## src/rtl/clk_div_pkg.sv

```systemverilog
// Shared constants for the divided-clock sampler: counter width, default
// division ratios and the elaboration-time legality check for COUNTER_DIV.
package clk_div_pkg;

  localparam int unsigned CNT_W              = 25;
  localparam int unsigned DIV_SIM            = 4;
  localparam int unsigned DIV_100HZ_AT_50MHZ = 250000;

  // A ratio is legal when it is non-zero and COUNTER_DIV-1 fits in CNT_W bits.
  function automatic bit div_legal(input int unsigned div);
    return (div >= 1) && (div <= (2 ** CNT_W) - 1);
  endfunction

endpackage

```

## src/rtl/clk_divider.sv

```systemverilog
// Programmable square-wave divider: Clk_out toggles every COUNTER_DIV Clk edges,
// and rise_en flags the edge on which Clk_out will go 0->1.
module clk_divider
  import clk_div_pkg::*;
#(
  parameter int unsigned COUNTER_DIV = DIV_SIM
) (
  input  logic Clk,
  input  logic Reset,
  output logic Clk_out,
  output logic rise_en
);

  localparam logic [CNT_W-1:0] TERM = CNT_W'(COUNTER_DIV - 1);

  logic [CNT_W-1:0] cnt_q, cnt_d;
  logic             clk_out_q, clk_out_d;

  always_comb begin
    cnt_d     = cnt_q + CNT_W'(1);
    clk_out_d = clk_out_q;
    if (cnt_q == TERM) begin
      cnt_d     = '0;
      clk_out_d = ~clk_out_q;
    end
  end

  always_ff @(posedge Clk) begin
    if (Reset) begin
      cnt_q     <= '0;
      clk_out_q <= 1'b0;
    end else begin
      cnt_q     <= cnt_d;
      clk_out_q <= clk_out_d;
    end
  end

  // Combinational so the sampler updates on the very edge Clk_out rises.
  assign rise_en = (cnt_q == TERM) && !clk_out_q;
  assign Clk_out = clk_out_q;

endmodule

```

## src/rtl/clk_div_dff.sv

```systemverilog
// Slow-rate D flip-flop: samples D once per divided-clock period, on the Clk edge
// where Clk_out rises. Everything stays in the Clk domain via an enable.
module clk_div_dff
  import clk_div_pkg::*;
#(
  parameter int unsigned COUNTER_DIV = DIV_SIM
) (
  input  logic Clk,
  input  logic Reset,
  input  logic D,
  output logic Clk_out,
  output logic Q,
  output logic Qn
);

  if (!div_legal(COUNTER_DIV)) begin : g_bad_div
    $error("clk_div_dff: COUNTER_DIV must be in 1..2^CNT_W-1");
  end

  logic rise_en;
  logic q_q, q_d;
  logic qn_q, qn_d;

  clk_divider #(
    .COUNTER_DIV(COUNTER_DIV)
  ) u_div (
    .Clk     (Clk),
    .Reset   (Reset),
    .Clk_out (Clk_out),
    .rise_en (rise_en)
  );

  always_comb begin
    q_d  = q_q;
    qn_d = qn_q;
    if (rise_en) begin
      q_d  = D;
      qn_d = ~D;
    end
  end

  // Qn is its own register so neither output has logic after the flop.
  always_ff @(posedge Clk) begin
    if (Reset) begin
      q_q  <= 1'b0;
      qn_q <= 1'b1;
    end else begin
      q_q  <= q_d;
      qn_q <= qn_d;
    end
  end

  assign Q  = q_q;
  assign Qn = qn_q;

endmodule

```

## config.mk

```make
export PLATFORM = sky130hd
export DESIGN_NAME = clk_div_dff
export DESIGN_NICKNAME = d
export VERILOG_FILES = /design/src/rtl/clk_div_pkg.sv /design/src/rtl/clk_divider.sv /design/src/rtl/clk_div_dff.sv
export SDC_FILE = /design/constraint.sdc
export NUM_CORES = 1
export LEC_CHECK = 0
export ABC_AREA = 1
export CORE_ASPECT_RATIO = 1.5
export CORE_MARGIN = 3
export CORE_UTILIZATION = 43
export CTS_CLUSTER_DIAMETER = 50
export DETAILED_ROUTE_END_ITERATION = 10
export PLACE_DENSITY_LB_ADDON = 0.2
export SETUP_SLACK_MARGIN = 0.5
export SKIP_LAST_GASP = 1
export SYNTH_ARGS = -nofsm -noshare
export SYNTH_HDL_FRONTEND = slang
export SYNTH_SLANG_ARGS = --single-unit
```

## constraint.sdc

```tcl
create_clock -name Clk -period 1.9 [get_ports Clk]
set_input_delay 0.285 -clock Clk [delete_from_list [all_inputs] [get_ports Clk]]
set_output_delay 0.285 -clock Clk [all_outputs]
set_load 0.01 [all_outputs]
```

==> results of run 1 <==
==> routing by layer <==
metal,track usage [%],up-vias,routed length [um]
li1,-,724,-
met1,21.1,638,1380
met2,35.3,18,1890
met3,2.44,7,82
met4,7.48,0,76
met5,0,-,0
==> kinds of logic after synthesis <==
kind of cell	count (synthesis)
AND/OR/NAND/NOR	152
flip-flops	28
AO/OA/AOI/OAI	12
XOR/XNOR	11
adder cells (fa/ha/maj)	1
buffers and inverters	19
==> sequential cells by signal (all words and copies together) (netlist names) <==
signal	cells
u_div.cnt_q	25
Qn	1
Q	1
u_div.Clk_out	1
==> worst max-delay path: cells and delay by family (launching register included) <==
family / cells / cell delay [ns]
adders and majority gates: 1 / 0.16
buffers and inverters: 1 / 0.05
DFF: 1 / 0.37
and+or+nand+nor: 6 / 0.70
==> path summary, 6_finish.rpt <==
path                                      from         endpoint  slack, ns  cells after the start
worst min register to register              Qn               Qn       0.48                      2
worst max register to register  u_div.cnt_q[1]  u_div.cnt_q[15]       0.52                      8
worst max-delay path            u_div.cnt_q[1]  u_div.cnt_q[15]       0.52                      8
worst min-delay path                        Qn               Qn       0.48                      2
==> power groups by stage <==
stage / clock (mW) / sequential [mW] / combinational (mW)
2_1_floorplan: 0 / 0.627 / 0.0487
3_3_place_gp: 0 / 0.626 / 0.0668
3_5_place_dp: 0 / 0.626 / 0.0674
4_1_cts: 0.487 / 0.611 / 0.0912
5_1_grt: 0.505 / 0.614 / 0.117
6_report: 0.485 / 0.613 / 0.104
==> synthesized netlist by cell type <==
library cell	count	area share, %
nand2_1	63	16
nor2_1	57	14
dfxtp_1	28	37
inv_1	17	4.2
a21oi_1	10	3.3
nand3_1	8	2.6
xnor2_1	6	3.5
xor2_1	5	2.9
nand3b_1	4	2.0
nor2_2	4	1.7
nor2_4	3	2.2
nand2_4	2	1.5
nand4_1	2	0.83
nor3_1	2	0.66
or2_0	2	0.83
buf_4	1	0.50
buf_6	1	0.74
ha_1	1	0.83
nand2_2	1	0.41
nand3_2	1	0.66
nand4_2	1	0.83
nor3_4	1	1.1
nor3b_2	1	0.83
o21bai_1	1	0.50
o21bai_2	1	0.74
==> stage by stage <==
step           setup WS [ns]  instances  utilization [%]  power (mW)  hold WS (ns)
4_1_cts                0.471        275             54.2        1.19         0.485
6_report               0.519        277             56.9        1.20         0.478
2_1_floorplan          0.522        223                -       0.675         0.354
3_5_place_dp           0.321        266             49.5       0.693         0.451
5_1_grt                0.449        277             56.9        1.24         0.505
3_3_place_gp           0.368        266             49.5       0.693         0.445
==> what timing repair did <==
item                                    in CTS  in global routing
cloned                                       3                  0
gates resized for setup                     16                 26
endpoints found under the setup margin      31                 28
setup buffers                                2                  2
hold endpoints to repair                     0                  0
pin swaps                                    7                  8
==> layout make-up <==
cell class | count | area (sq um) | area share (%)
well taps | 40 | 50.0 | 2.70
multi-input cells | 179 | 1010 | 54.7
flip-flops and latches | 28 | 571 | 30.8
clock inverters | 1 | 30.0 | 1.62
repair buffers | 9 | 80.1 | 4.33
clock buffers | 3 | 41.3 | 2.23
inverters | 17 | 66.3 | 3.58
==> impl_metrics.yaml, run 1 <==
outcome:
  status: "complete, no violations"
die:
  io_pins: 6
  initial_utilization_pct: 46.6
  fp.dieW_um: 54.5
  die_y_um: 78.7
  std_cell_rows: 25
  core_sq_um: 3250
  dieArea_sq_um: 4290
grt:
  overflow: 0
  grt_max_degree: 17
  grt_usage_pct: 19.2
  grt_pass1_vias: 1408
  grt_first_pass_wirelength_mm: 6.08
  antenna_found_initial: 0
layout:
  layout_commonest_cell: "nand2_1"
  mostFrequentLayoutCells: "59 x nand2_1, 47 x nor2_1, 20 x dfxtp_1"
  area_delta_synth_final_pct: 22.1
  nFillCells: 319
  drive_gt1_share_pct: 23.6
  antenna_cells: 0
  fin_nets: 242
  finalInstanceArea_sq_um: 1850
logic_synthesis:
  synth_compound_area_share_pct: 4.54
  synthesis.instances: 223
  ys_ff_latch: 28
  yosysSeqAreaShare_pct: 37.0
  synth_top_family_by_area: "simple AND/OR/NAND/NOR gates"
  yosys_warnings: 0
  yosys.area_share.simple_pct: 45.8
  synthMuxAreaShare_pct: 0
  synth_xor_area_share_pct: 6.36
  syn_area_per_cell_sq_um: 6.79
  synthesis.area_sq_um: 1520
  synth_cell_types: 25
  synthesis.nets: 227
  synth-adder-area-share_pct: 0.826
sta:
  period_minus_slack_ns: 1.38
  max_freq_ghz: 0.724
  finalSetupViolCount: 0
  final-hold-violation-count: 0
  drv_slew: 0
  rsz0062_at_grt: "yes"
  fin_skew_ns: 0.00649
  tightest_slew_ns: 0.443
  tns_ns: 0
  fin_crit_sh_pct: 72.7
  maxSlewHeadroom_pct: 70.4
critical_path:
  crit_type: "reg2reg"
  cp_max_fo: 7
  worst_path_max_delay_cell: "dfxtp_2"
  cp_slowest_stage_delay_ns: 0.37
  required_ns: 2.08
  cp-end-kind: "flip-flop"
  critical_path_arrival_ns: 1.56
  cp_common_cell: "nor2_4"
  cp_cell_sequence: "ha_4, inv_4, nor2_4, nand2_2, nor2_4, nand3_4, nand2_4, nor2_1"
  startpoint_type: "flip-flop"
clock_network:
  numCtsBuffers: 3
  cts_max_path_buffers: 2
  h-tree-depth: 1
  cts_sinks: 28
  ctsHoldBuffers: 0
  cts_root_buf: "clkbuf_8"
  path_clk_slew_ns: 0.10
  clk-insertion-delay-late_ns: 0.29
  cts_tree: "done"
pwr:
  p_clk_share_pct: 40.4
  swShare_pct: 23.1
  pwr-share-seq_pct: 51.0
  leakage_nw: 0.656
  combPwrFrac_pct: 8.6
  powerDensity_nw_per_um2: 649
  peakVddDrop_mv: 0.497
  intPower_uw: 924
  power.net_switching_uw: 277
drt:
  firstDrtPassIters: 4
  drt_iter0_drc: 37
  routedWlPerCell_um: 12.4
  postRouteAntennaNets: 0
  vias: 1387
  routed_wl_mm: 3.43
  via_per_inst: 5.01
  drc: 0
worst_hold_path:
  hold_path.class: "reg2reg"
place:
  dp_hpwl_mm: 2.31
  place_area_sq_um: 1610
  gp_congestion: 0.828
  portBuffers: 5
job:
  maxCapViolations: 0
Note: power is estimated with default switching activity, not from simulation.
==> run 2, diff against run 1 <==
==> constraint.sdc (replaced) <==
create_clock -name Clk -period 1.2 [get_ports Clk]
set_input_delay 0.18 -clock Clk [delete_from_list [all_inputs] [get_ports Clk]]
set_output_delay 0.18 -clock Clk [all_outputs]
set_load 0.01 [all_outputs]
==> run 2 against run 1 <==
The run now ends with negative setup slack left. Clock-buffer cell count up 1. Critical path depth up 1. Sequential power up 58%. Global-route usage up 1.4 points. Die area unchanged. Register-to-register slack worse by 0.75 ns. Design area up 27%. Critical endpoint is now u_div.cnt_q[12]. Highest routed layer unchanged.
==> impl_metrics.yaml, run 2 (synthesized netlist as in run 1, its figures left out) <==
outcome:
  status: "finished, violations left"
  violations: "negative setup slack"
drt:
  routed_wl_mm: 4.27
  firstDrtPassIters: 4
  via_per_inst: 4.84
  drt_iter0_drc: 31
  routedWlPerCell_um: 13.0
  drc: 0
  postRouteAntennaNets: 0
  vias: 1589
clock_network:
  cts_root_buf: "clkbuf_8"
  cts_tree: "done"
  cts_max_path_buffers: 2
  clk-insertion-delay-late_ns: 0.27
  cts_sinks: 28
  path_clk_slew_ns: 0.10
  ctsHoldBuffers: 0
  numCtsBuffers: 3
  h-tree-depth: 1
critical_path:
  cp_common_cell: "nor2_4"
  cp-end-kind: "flip-flop"
  worst_path_max_delay_cell: "dfxtp_2"
  cp_slowest_stage_delay_ns: 0.37
  required_ns: 1.37
  cp_max_fo: 7
  crit_type: "reg2reg"
  cp_cell_sequence: "ha_4, inv_4, nor2_4, nand2_2, nor2_4, nand3_4, nand2_8, clkbuf_16, nor2_2"
  critical_path_arrival_ns: 1.60
  startpoint_type: "flip-flop"
layout:
  mostFrequentLayoutCells: "59 x nand2_1, 53 x buf_4, 37 x nor2_1"
  largest_reg_flops: 25
  fin_nets: 293
  antenna_cells: 0
  nFillCells: 253
  layout_commonest_cell: "nand2_1"
  multiInputGateArea_sq_um: 1050
  top_register: "u_div.cnt_q"
  seqCellArea_sq_um: 579
  drive_gt1_share_pct: 45.1
  area_delta_synth_final_pct: 55.1
grt:
  grt_pass1_vias: 1517
  grt_usage_pct: 20.6
  overflow: 0
  antenna_found_initial: 0
  grt_first_pass_wirelength_mm: 6.59
  grt_max_degree: 16
sta:
  final-hold-violation-count: 0
  max_freq_ghz: 0.699
  setup_ws_ns: -0.231
  rsz0062_at_grt: "yes"
  finalSetupViolCount: 28
  whs_ns: 0.457
  tns_ns: -5.58
  tightest_slew_ns: 0.233
  period_minus_slack_ns: 1.43
  fin_crit_sh_pct: 119
  maxSlewHeadroom_pct: 84.4
  fin_skew_ns: 0.00720
  drv_slew: 0
die:
  std_cell_rows: 25
  initial_utilization_pct: 46.6
  dieArea_sq_um: 4290
  fp.dieW_um: 54.5
  io_pins: 6
  core_sq_um: 3250
  die_y_um: 78.7
place:
  dp_hpwl_mm: 2.84
  portBuffers: 5
  gp_congestion: 0.809
pwr:
  leakage_nw: 0.939
  powerDensity_nw_per_um2: 772
  peakVddDrop_mv: 1.11
worst_hold_path:
  hold_path.class: "in2reg"
job:
  maxCapViolations: 0
## run 2: changes by cell type in the layout (fill, tap and decap cells not counted), moves of 4 or more
cell / delta
buf_4: +50
dfxtp_1: -5
dfxtp_2: +4
nand2_4: -4
nor2_1: -10
nor2_2: +8
## run 2: metal layers
| metal | share of wire (%) | track usage, % | vias to the layer above |
|---|---|---|---|
| li1 | - | - | 818 |
| met1 | 39 | 23.9 | 732 |
| met2 | 54 | 37.8 | 26 |
| met3 | 2.5 | 2.25 | 13 |
| met4 | 4.3 | 5.99 | 0 |
| met5 | 0 | 0 | - |
## run 2: final timing paths
| kind | start | end | slack [ns] | cells past startpoint |
|---|---|---|---|---|
| setup / recovery | u_div.cnt_q[0] | u_div.cnt_q[12] | -0.23 | 9 |
| hold / removal | Reset | u_div.Clk_out | 0.46 | 2 |
| setup reg to reg | u_div.cnt_q[0] | u_div.cnt_q[12] | -0.23 | 9 |
| hold reg to reg | Qn | Qn | 0.47 | 2 |
## run 2: worst max-delay path: cells and delay by family, from the launching register on
kind	cells	cell delay, ns
adder cells (fa/ha/maj)	1	0.15
buffers and inverters	2	0.21
flip-flops	1	0.37
AND/OR/NAND/NOR	6	0.58
## run 2: timing repair
item | 4_1_cts | 5_1_grt
gates resized for setup | 41 | 32
buffers inserted | 5 | 3
pin swaps | 13 | 4
setup endpoints to repair | 31 | 31
gates cloned | 0 | 2
endpoints found under the hold margin | 0 | 0
## run 2: report_power, final
| group | internal (mW) | total [mW] | leakage (nW) | switching (mW) |
|---|---|---|---|---|
| Clock | 0.294 | 0.599 | 0.0288 | 0.305 |
| Sequential | 0.949 | 0.968 | 0.232 | 0.0189 |
| Combinational | 0.134 | 0.248 | 0.679 | 0.114 |
| Total | 1.38 | 1.82 | 0.939 | 0.438 |
## run 2: metrics by stage
stage,instances,utilization [%],power (mW),worst slack (ns),cell area (sq um)
4_1_cts,323,66.9,1.77,-0.150,2180
5_1_grt,328,72.2,1.87,-0.268,2350
6_report,328,72.2,1.82,-0.231,2350
2_1_floorplan,223,-,1.07,-0.139,1540
3_5_place_dp,314,61.5,1.15,-0.257,2000
3_3_place_gp,314,61.5,1.15,-0.177,2000
## run 2: layout make-up
cell class	count	area share (%)
clock buffers	4	2.34
inverters	17	2.82
multi-input cells	176	44.5
flip-flops and latches	28	24.7
well taps	40	2.13
repair buffers	63	23.5
==> run 3, diff against run 2 <==
--- a/config.mk
+++ b/config.mk
@@ -6,10 +6,12 @@
 export NUM_CORES = 1
 export LEC_CHECK = 0
 export ABC_AREA = 1
+export CAP_MARGIN = 20
 export CORE_ASPECT_RATIO = 1.5
 export CORE_MARGIN = 3
 export CORE_UTILIZATION = 43
 export CTS_CLUSTER_DIAMETER = 50
+export CTS_CLUSTER_SIZE = 8
 export DETAILED_ROUTE_END_ITERATION = 10
 export PLACE_DENSITY_LB_ADDON = 0.2
 export SETUP_SLACK_MARGIN = 0.5
==> results of run 3 <==
The final DEF is identical to that of run 2; final timing and power are the same.
